## src/rtl/rede_pkg.sv

```systemverilog
// Shared constants and types for the rede I/O sequencer.
// Request/valid codes mirror the rede core's 4-bit handshake encoding.
package rede_pkg;
  localparam int DW_DEF = 31;

  localparam logic [3:0] REQ_SAMPLE = 4'd1;
  localparam logic [3:0] OUT_VALID  = 4'd1;

  typedef enum logic [1:0] {
    ST_IDLE  = 2'd0,
    ST_RUN   = 2'd1,
    ST_DRAIN = 2'd2
  } state_t;
endpackage

```

## src/rtl/rede_sfifo.sv

```systemverilog
// Synchronous first-word-fall-through FIFO; pointers carry one extra wrap bit.
// A push while full is taken only when a pop frees the slot in the same cycle.
module rede_sfifo #(
  parameter int DW    = 31,
  parameter int DEPTH = 16
) (
  input  logic          clk,
  input  logic          rst,
  input  logic          push,
  input  logic [DW-1:0] din,
  input  logic          pop,
  output logic [DW-1:0] dout,
  output logic          full,
  output logic          empty
);
  localparam int AW = $clog2(DEPTH);

  logic [DW-1:0] mem [DEPTH];
  logic [AW:0]   wp, rp;
  logic          wr, rd;

  assign empty = (wp == rp);
  assign full  = (wp[AW] != rp[AW]) && (wp[AW-1:0] == rp[AW-1:0]);
  assign wr    = push && (!full || pop);
  assign rd    = pop && !empty;
  assign dout  = mem[rp[AW-1:0]];

  always_ff @(posedge clk or negedge rst) begin
    if (!rst) begin
      wp <= '0;
      rp <= '0;
    end else begin
      if (wr) wp <= wp + 1'b1;
      if (rd) rp <= rp + 1'b1;
    end
  end

  always_ff @(posedge clk) begin
    if (wr) mem[wp[AW-1:0]] <= din;
  end
endmodule

```

## src/rtl/rede_io_ctrl.sv

```systemverilog
// Streaming sequencer between an upstream sample source, the rede core and a
// downstream result sink; frames runs with start/stop and tracks traffic/errors.
module rede_io_ctrl
  import rede_pkg::*;
#(
  parameter int DW     = DW_DEF,
  parameter int IDEPTH = 16,
  parameter int ODEPTH = 16,
  parameter int CW     = 16
) (
  input  logic          clk,
  input  logic          rst,
  input  logic          start,
  input  logic          stop,
  input  logic          clr_err,
  input  logic [DW-1:0] s_data,
  input  logic          s_valid,
  output logic          s_ready,
  output logic [DW-1:0] net_in,
  input  logic [3:0]    net_req,
  input  logic [DW-1:0] net_out,
  input  logic [3:0]    net_out_en,
  output logic [DW-1:0] m_data,
  output logic          m_valid,
  input  logic          m_ready,
  output logic          busy,
  output logic          underrun,
  output logic          overflow,
  output logic [CW-1:0] in_cnt,
  output logic [CW-1:0] out_cnt
);
  state_t state, state_n;
  logic   pop_en, cap_en;

  logic          in_full, in_empty, in_push, in_pop;
  logic [DW-1:0] in_dout;
  logic          out_full, out_empty, out_push, out_pop, cap;
  logic          under_set, over_set;

  rede_sfifo #(.DW(DW), .DEPTH(IDEPTH)) u_ififo (
    .clk(clk), .rst(rst),
    .push(in_push), .din(s_data),
    .pop(in_pop), .dout(in_dout),
    .full(in_full), .empty(in_empty)
  );

  rede_sfifo #(.DW(DW), .DEPTH(ODEPTH)) u_ofifo (
    .clk(clk), .rst(rst),
    .push(out_push), .din(net_out),
    .pop(out_pop), .dout(m_data),
    .full(out_full), .empty(out_empty)
  );

  assign s_ready = !in_full;
  assign m_valid = !out_empty;
  assign in_push = s_valid && s_ready;
  assign out_pop = m_valid && m_ready;

  assign in_pop    = pop_en && (net_req == REQ_SAMPLE) && !in_empty;
  assign under_set = pop_en && (net_req == REQ_SAMPLE) && in_empty;

  // A full output FIFO still accepts a result if the head leaves this cycle.
  assign cap      = cap_en && (net_out_en == OUT_VALID);
  assign out_push = cap && (!out_full || out_pop);
  assign over_set = cap && out_full && !out_pop;

  always_ff @(posedge clk or negedge rst) begin
    if (!rst) state <= ST_IDLE;
    else      state <= state_n;
  end

  always_comb begin
    state_n = state;
    unique case (state)
      ST_IDLE:  if (start) state_n = ST_RUN;
      ST_RUN:   if (stop)  state_n = ST_DRAIN;
      ST_DRAIN: if (out_empty && (net_out_en != OUT_VALID)) state_n = ST_IDLE;
      default:  state_n = ST_IDLE;
    endcase
  end

  always_comb begin
    busy   = (state != ST_IDLE);
    pop_en = (state == ST_RUN);
    cap_en = (state == ST_RUN) || (state == ST_DRAIN);
  end

  always_ff @(posedge clk or negedge rst) begin
    if (!rst) begin
      net_in   <= '0;
      underrun <= 1'b0;
      overflow <= 1'b0;
      in_cnt   <= '0;
      out_cnt  <= '0;
    end else begin
      if (in_pop) net_in <= in_dout;

      if (under_set)    underrun <= 1'b1;
      else if (clr_err) underrun <= 1'b0;
      if (over_set)     overflow <= 1'b1;
      else if (clr_err) overflow <= 1'b0;

      // Counters restart at each run start; no traffic can occur on that edge.
      if (state == ST_IDLE && start) begin
        in_cnt  <= '0;
        out_cnt <= '0;
      end else begin
        if (in_pop && in_cnt != '1)    in_cnt  <= in_cnt + 1'b1;
        if (out_push && out_cnt != '1) out_cnt <= out_cnt + 1'b1;
      end
    end
  end
endmodule

```

## config.mk

```make
export PLATFORM = sky130hd
export DESIGN_NAME = rede_io_ctrl
export DESIGN_NICKNAME = d
export VERILOG_FILES = /design/src/rtl/rede_pkg.sv /design/src/rtl/rede_sfifo.sv /design/src/rtl/rede_io_ctrl.sv
export SDC_FILE = /design/constraint.sdc
export NUM_CORES = 1
export LEC_CHECK = 0
export ABC_AREA = 1
export ABC_CLOCK_PERIOD_IN_PS = 10200
export CAP_MARGIN = 30
export CORE_ASPECT_RATIO = 0.5
export CORE_MARGIN = 1
export CORE_UTILIZATION = 45
export DETAILED_ROUTE_END_ITERATION = 7
export PLACE_DENSITY = 0.66
export SYNTH_ARGS = -nofsm -noshare
export SYNTH_HDL_FRONTEND = slang
export SYNTH_HIERARCHICAL = 1
export SYNTH_SLANG_ARGS = --single-unit
```

## constraint.sdc

```tcl
create_clock -name clk -period 10.2 [get_ports clk]
set_input_delay 2.04 -clock clk [delete_from_list [all_inputs] [get_ports clk]]
set_output_delay 2.04 -clock clk [all_outputs]
set_load 0.01 [all_outputs]
```

==> impl_metrics.yaml, run 1 <==
timing:
  worstMarginPinSlew_ps: 1050
  finalSetupTns_ps: 0
  maxSlewViolCount: 0
  period_share_pct: 64.3
  fin_skew_ps: 23.6
  slew_headroom_pct: 30.0
  fin_ws_ps: 3640
  fin_crit_ps: 6560
  fmax_mhz: 152
  rsz0062_at_grt: "no"
  final_hold_viol_count: 0
  finalSetupViolCount: 0
cts:
  postCtsSetupBuffers: 0
  cts_tree: "done"
  clock_tree.root_cell: "clkbuf_16"
  cts_sinks: 1079
  insertion_delay_ps: 700
  cts_hold_buf: 0
  clk_path_buf_depth: 3
  clk_pin_slew_ps: 60
  numCtsBuffers: 96
  htreeDepth: 3
  cts.repair.resized: 0
drt:
  wl_per_cell_um: 20.1
  drc: 0
  drtAntennaViolNets: 0
  viasPerCell: 5.45
  vias: 27900
  dr.pass1.iters: 6
  routed_wl_um: 103000
  drt-initial-drc-count: 2898
synth:
  synthTopCellsByCount: "edfxtp_1, nor2_1, o21ai_0"
  ys_types: 30
  synth_edf_count: 992
  synthCells: 3608
  synth.area.top_cells: "edfxtp_1, o21ai_0, dfrtp_1, nor2_1, o211ai_1"
  synth_top_area_share_pct: 67.5
  synth_seq_area_share_pct: 72.5
  async_flop_share_pct: 8.06
  syn_nets: 3702
  synth_largest_area_cell: "edfxtp_1"
  yosysMostFrequentCell: "edfxtp_1"
  ys_seq_elements: 1079
  netlist_area_um2: 44100
  synth-warning-count: 6
  synthFlopType: "edfxtp_1"
  syn_avg_cell_area_um2: 12.2
grt:
  grt_max_degree: 119
  antenna_found_initial: 5
  grt_use_total_pct: 20.7
  grt_util_met3_pct: 3.53
  use_met2_pct: 34.5
  met1_usage_pct: 28.1
  grt_pass1_wl_um: 159000
  busiest_layer: "met2"
  globalRouteOverflowTotal: 0
  grt_pass1_vias: 26800
pwr:
  internal_power_mw: 8.42
  vdd_drop_max_mv: 0.171
  p_switching_mw: 4.03
  pwr-share-seq_pct: 42.4
  leakage_nw: 17.3
  combinationalPowerShare_pct: 27.9
  powerDensity_nw_per_um2: 246
  p_sw_share_pct: 32.4
  power_frac_clock_pct: 29.7
  power.total_mw: 12.4
run:
  cap_violations: 0
layout:
  drive_gt1_share_pct: 6.97
  fill_cells: 7917
  syn2layout_area_growth_pct: 14.6
  multiInputGateArea_um2: 10600
  final_nets: 3815
  finish.instance_area_um2: 50500
  regArea_um2: 32000
placed_design:
  place_area_um2: 47300
  gp_congestion: 0.846
  dpl.hpwl_um: 53900
  dp_slack_ps: 4090
  portBuffers: 175
critical_path:
  cp.arrival_ps: 4520
  cp_max_fo: 100
  required_ps: 8160
  crit_type: "register to output pin"
  startpoint_type: "register"
  cp-end-kind: "output pin"
floorplan:
  core_um2: 96200
  die_w_um: 445
  initial_core_util_pct: 45.9
  die_y_um: 223
  ios: 176
  die-area_um2: 99300
  row_count: 80
hold_path:
  worstHoldPathType: "register to register"
run_status:
  status: "finished, final reports clean"
power by group through the flow:
stage / registers, mW / clock network [mW] / logic [mW]
after floorplan: 5.33 / 0 / 2.25
after global placement: 5.40 / 0 / 3.31
after detailed placement: 5.37 / 0 / 3.46
after CTS: 5.28 / 3.77 / 3.48
after global routing: 5.30 / 3.93 / 3.86
final: 5.28 / 3.70 / 3.47
cells in the final DEF (no fill, tap or decap), types with 4 or more instances in the layout:
master / netlist / routed
buf_12: 0 / 10
clkdlybuf4s50_1: 0 / 174
dfrtp_2: 0 / 4
buf_4: 15 / 44
nor2_1: 568 / 558
nand4_1: 16 / 16
inv_6: 0 / 4
a21oi_1: 117 / 117
clkbuf_1: 112 / 19
nor2_2: 26 / 6
inv_1: 188 / 186
o21ai_0: 463 / 463
dfrtp_4: 0 / 4
nor2_4: 5 / 35
bufinv_16: 0 / 12
edfxtp_1: 992 / 992
nand2_1: 404 / 404
clkinv_1: 0 / 23
inv_2: 8 / 8
xnor2_1: 10 / 10
o211ai_1: 248 / 248
ha_1: 17 / 17
dfrtp_1: 87 / 79
clkbuf_16: 0 / 99
clkinv_2: 0 / 15
nand3_1: 166 / 166
diode_2: 0 / 4
o21ai_1: 44 / 44
buf_16: 0 / 5
xor2_1: 15 / 15
through the flow:
stage,hold WS [ps],utilization (%),std cells
6_report,483,52.5,5117
5_1_grt,502,52.5,5117
4_1_cts,485,52.5,5110
3_5_place_dp,468,49.1,4932
3_3_place_gp,468,48.9,4920
2_1_floorplan,467,-,3608
routing by layer:
layer  vias to the layer above  routed length (µm)  share of wire, %
met2                       715               50300                49
met1                     13900               45000                44
met4                         2                2310               2.2
li1                      13100                   -                 -
met5                         -                  13             0.013
met3                       145                5260               5.1
critical path, cell delays in order (launching register included):
cell	delay [ps]
dfrtp_4	690
buf_16	310
buf_4	700
buf_4	370
buf_16	330
o21ai_0	180
o211ai_1	240
nand3_1	100
nand2_1	190
clkdlybuf4s50_1	590
logic make-up after synthesis:
group,Yosys count,share of synthesized area [%]
and+or+nand+nor,1199,11.2
DFF,1079,72.5
AOI/OAI and AO/OA,874,11.3
buffers and inverters,414,3.98
xor gates and xnor gates,25,0.496
adders and majority gates,17,0.482
registers in the layout, summed over array words and instances (netlist names), 5 cells and up:
| name | flops |
|---|---|
| u_ififo/wp | 5 |
| u_ofifo/mem | 496 |
| u_ififo/mem | 496 |
| u_ofifo/wp | 5 |
| in_cnt | 16 |
| net_in | 31 |
| out_cnt | 16 |
| u_ififo/rp | 5 |
| u_ofifo/rp | 5 |
layout make-up:
type / count / share of cell area (%)
Sequential cell: 1079 / 63.3
Timing Repair Buffer: 233 / 4.77
Antenna cell: 4 / 0.0198
Clock inverter: 59 / 1.25
Inverter: 196 / 1.48
Clock buffer: 119 / 5.07
Tap cell: 1312 / 3.25
Multi-Input combinational cell: 2115 / 20.9
final timing paths:
| kind | from | to | cells after the start | slack [ps] |
|---|---|---|---|---|
| min | net_in[26] | net_in[26] | 2 | 480 |
| max reg2reg | u_ififo/rp[3] | u_ififo/mem[13][1] | 17 | 5160 |
| min in group asynchronous | rst | net_in[8] | 1 | 1330 |
| max | u_ofifo/rp[0] | m_data[25] | 9 | 3640 |
| min reg2reg | net_in[26] | net_in[26] | 2 | 480 |
| max in group asynchronous | rst | u_ififo/rp[0] | 2 | 7580 |
Note: power is estimated with default switching activity, not from simulation.
==> inputs of run 2 (changes only) <==
- ABC_CLOCK_PERIOD_IN_PS: 10200 -> 5500
- PLACE_DENSITY: 0.66 -> 0.68
- clock period: 10.2 -> 5.5 ns (I/O delays scaled with it)
==> run 2 against run 1 <==
Against the previous run:
- global-route usage up 0.51 points
- flip-flop and latch count unchanged
- non-clock buffer count up 18
- first-iteration DRC count down 3.5%
- wire length up 3.7%
- critical path type unchanged
- largest power group unchanged
==> impl_metrics.yaml, run 2 (synthesis gave the netlist of run 1 again) <==
critical_path:
  worst-path-buf-inv: 3
  cp.arrival_ps: 3790
  cp_slowest_cell: "dfrtp_4"
  crit_type: "register to output pin"
  critPathTopFamily: "buffers and inverters"
  required_ps: 4400
  path_cells: "inv_6 > buf_4 > o21ai_0 > o211ai_1 > nand3_1 > nand2_1 > clkdlybuf4s50_1"
  cpPeakStageDelay_ps: 670
  startpoint_type: "register"
  cp_max_fo: 77
  cp-end-kind: "output pin"
pwr:
  powerDensity_nw_per_um2: 458
  p_switching_mw: 7.64
  p_sw_share_pct: 32.9
  internal_power_mw: 15.6
  power_frac_clock_pct: 29.8
  vdd_drop_max_mv: 0.448
  combinationalPowerShare_pct: 27.6
  leakage_nw: 17.4
  pwr-share-seq_pct: 42.6
drt:
  viasPerCell: 5.54
  dr.pass1.iters: 6
  drt-initial-drc-count: 2797
  maxUsedRoutingLayer: "met5"
  wl_met2_um: 52200
  met3_length_um: 6100
  routed_wl_um: 107000
  wl_per_cell_um: 20.7
  drt-met1-wl_um: 45300
  vias: 28500
  drtAntennaViolNets: 0
  drc: 0
timing:
  maxSlewViolCount: 0
  slew_headroom_pct: 14.7
  finalSetupTns_ps: 0
  fin_crit_ps: 4890
  fmax_mhz: 205
  worstMarginPinSlew_ps: 1280
  period_share_pct: 88.9
  fin_ws_ps: 611
  finalSetupViolCount: 0
  final_hold_viol_count: 0
  fin_skew_ps: 20.7
  rsz0062_at_grt: "no"
grt:
  grt_use_total_pct: 21.2
  antenna_found_initial: 8
  grt_pass1_vias: 27400
  grt_max_degree: 271
  globalRouteOverflowTotal: 0
  grt_pass1_wl_um: 162000
placed_design:
  portBuffers: 175
  dpl.hpwl_um: 57700
  dp_slack_ps: 1290
  gp_congestion: 0.815
floorplan:
  initial_core_util_pct: 45.9
  die-area_um2: 99300
  core_um2: 96200
  die_w_um: 445
  die_y_um: 223
  ios: 176
  row_count: 80
layout:
  layout_commonest_cell: "edfxtp_1"
  fill_cells: 7912
  syn2layout_area_growth_pct: 15.1
  drive_gt1_share_pct: 7.95
  final_nets: 3834
  most-common-layout-cells: "edfxtp_1, nor2_1, o21ai_0, nand2_1, o211ai_1"
cts:
  cts_sinks: 1079
  cts_hold_buf: 0
  insertion_delay_ps: 710
  clock_tree.root_cell: "clkbuf_16"
  clk_pin_slew_ps: 60
  postCtsSetupBuffers: 0
  cts.repair.resized: 0
  cts_tree: "done"
  htreeDepth: 3
  numCtsBuffers: 97
  clk_path_buf_depth: 3
hold_path:
  worstHoldPathType: "primary input to asynchronous set/reset pin"
run_status:
  status: "finished, final reports clean"
run:
  cap_violations: 0
==> run 2: area by class of cell <==
class	instances	area [µm²]	share of cell area, %
diodes	7	17.5	0.0345
clock buffers	132	2740	5.40
clock inverters	51	526	1.03
inverters	196	746	1.47
multi-input cells	2115	10600	20.8
flip-flops and latches	1079	32000	63.0
well taps	1312	1640	3.23
repair buffers	251	2560	5.05
==> run 2: power groups by stage <==
| stage | sequential [mW] | combinational (mW) | clock, mW |
|---|---|---|---|
| after global placement | 10.2 | 6.16 | 0 |
| after global routing | 9.96 | 7.09 | 7.33 |
| after CTS | 10.0 | 6.34 | 7.03 |
| after detailed placement | 10.2 | 6.29 | 0 |
| after floorplan | 9.88 | 4.18 | 0 |
| final | 9.91 | 6.42 | 6.92 |
==> run 2: layer usage <==
metal	vias up	global-route usage (%)
met5	-	0
met4	2	7.06
met3	181	3.42
met2	931	35.0
met1	14200	28.7
li1	13200	-
==> run 2: per-stage QoR <==
stage / utilization (%) / instances / hold slack, ps / power, mW / area [µm²]
detailed placement: 49.3 / 4951 / 466 / 16.5 / 47400
global route: 52.8 / 5143 / 485 / 24.4 / 50800
global placement: 49.2 / 4948 / 466 / 16.3 / 47400
CTS: 52.7 / 5134 / 451 / 23.4 / 50700
finish: 52.8 / 5143 / 454 / 23.2 / 50800
floorplan: - / 3608 / 467 / 14.1 / 44100
==> run 2: path summary, 6_finish.rpt <==
check | slack [ps] | startpoint | end | cells past startpoint
min in group clk | 480 | net_in[8] | net_in[8] | 2
max in group asynchronous | 3930 | rst | u_ofifo/rp[0] | 2
max reg2reg | 1230 | u_ofifo/rp[1] | u_ofifo/mem[6][14] | 14
min | 450 | rst | net_in[6] | 1
min reg2reg | 480 | net_in[8] | net_in[8] | 2
max | 610 | u_ofifo/rp[0] | m_data[23] | 7
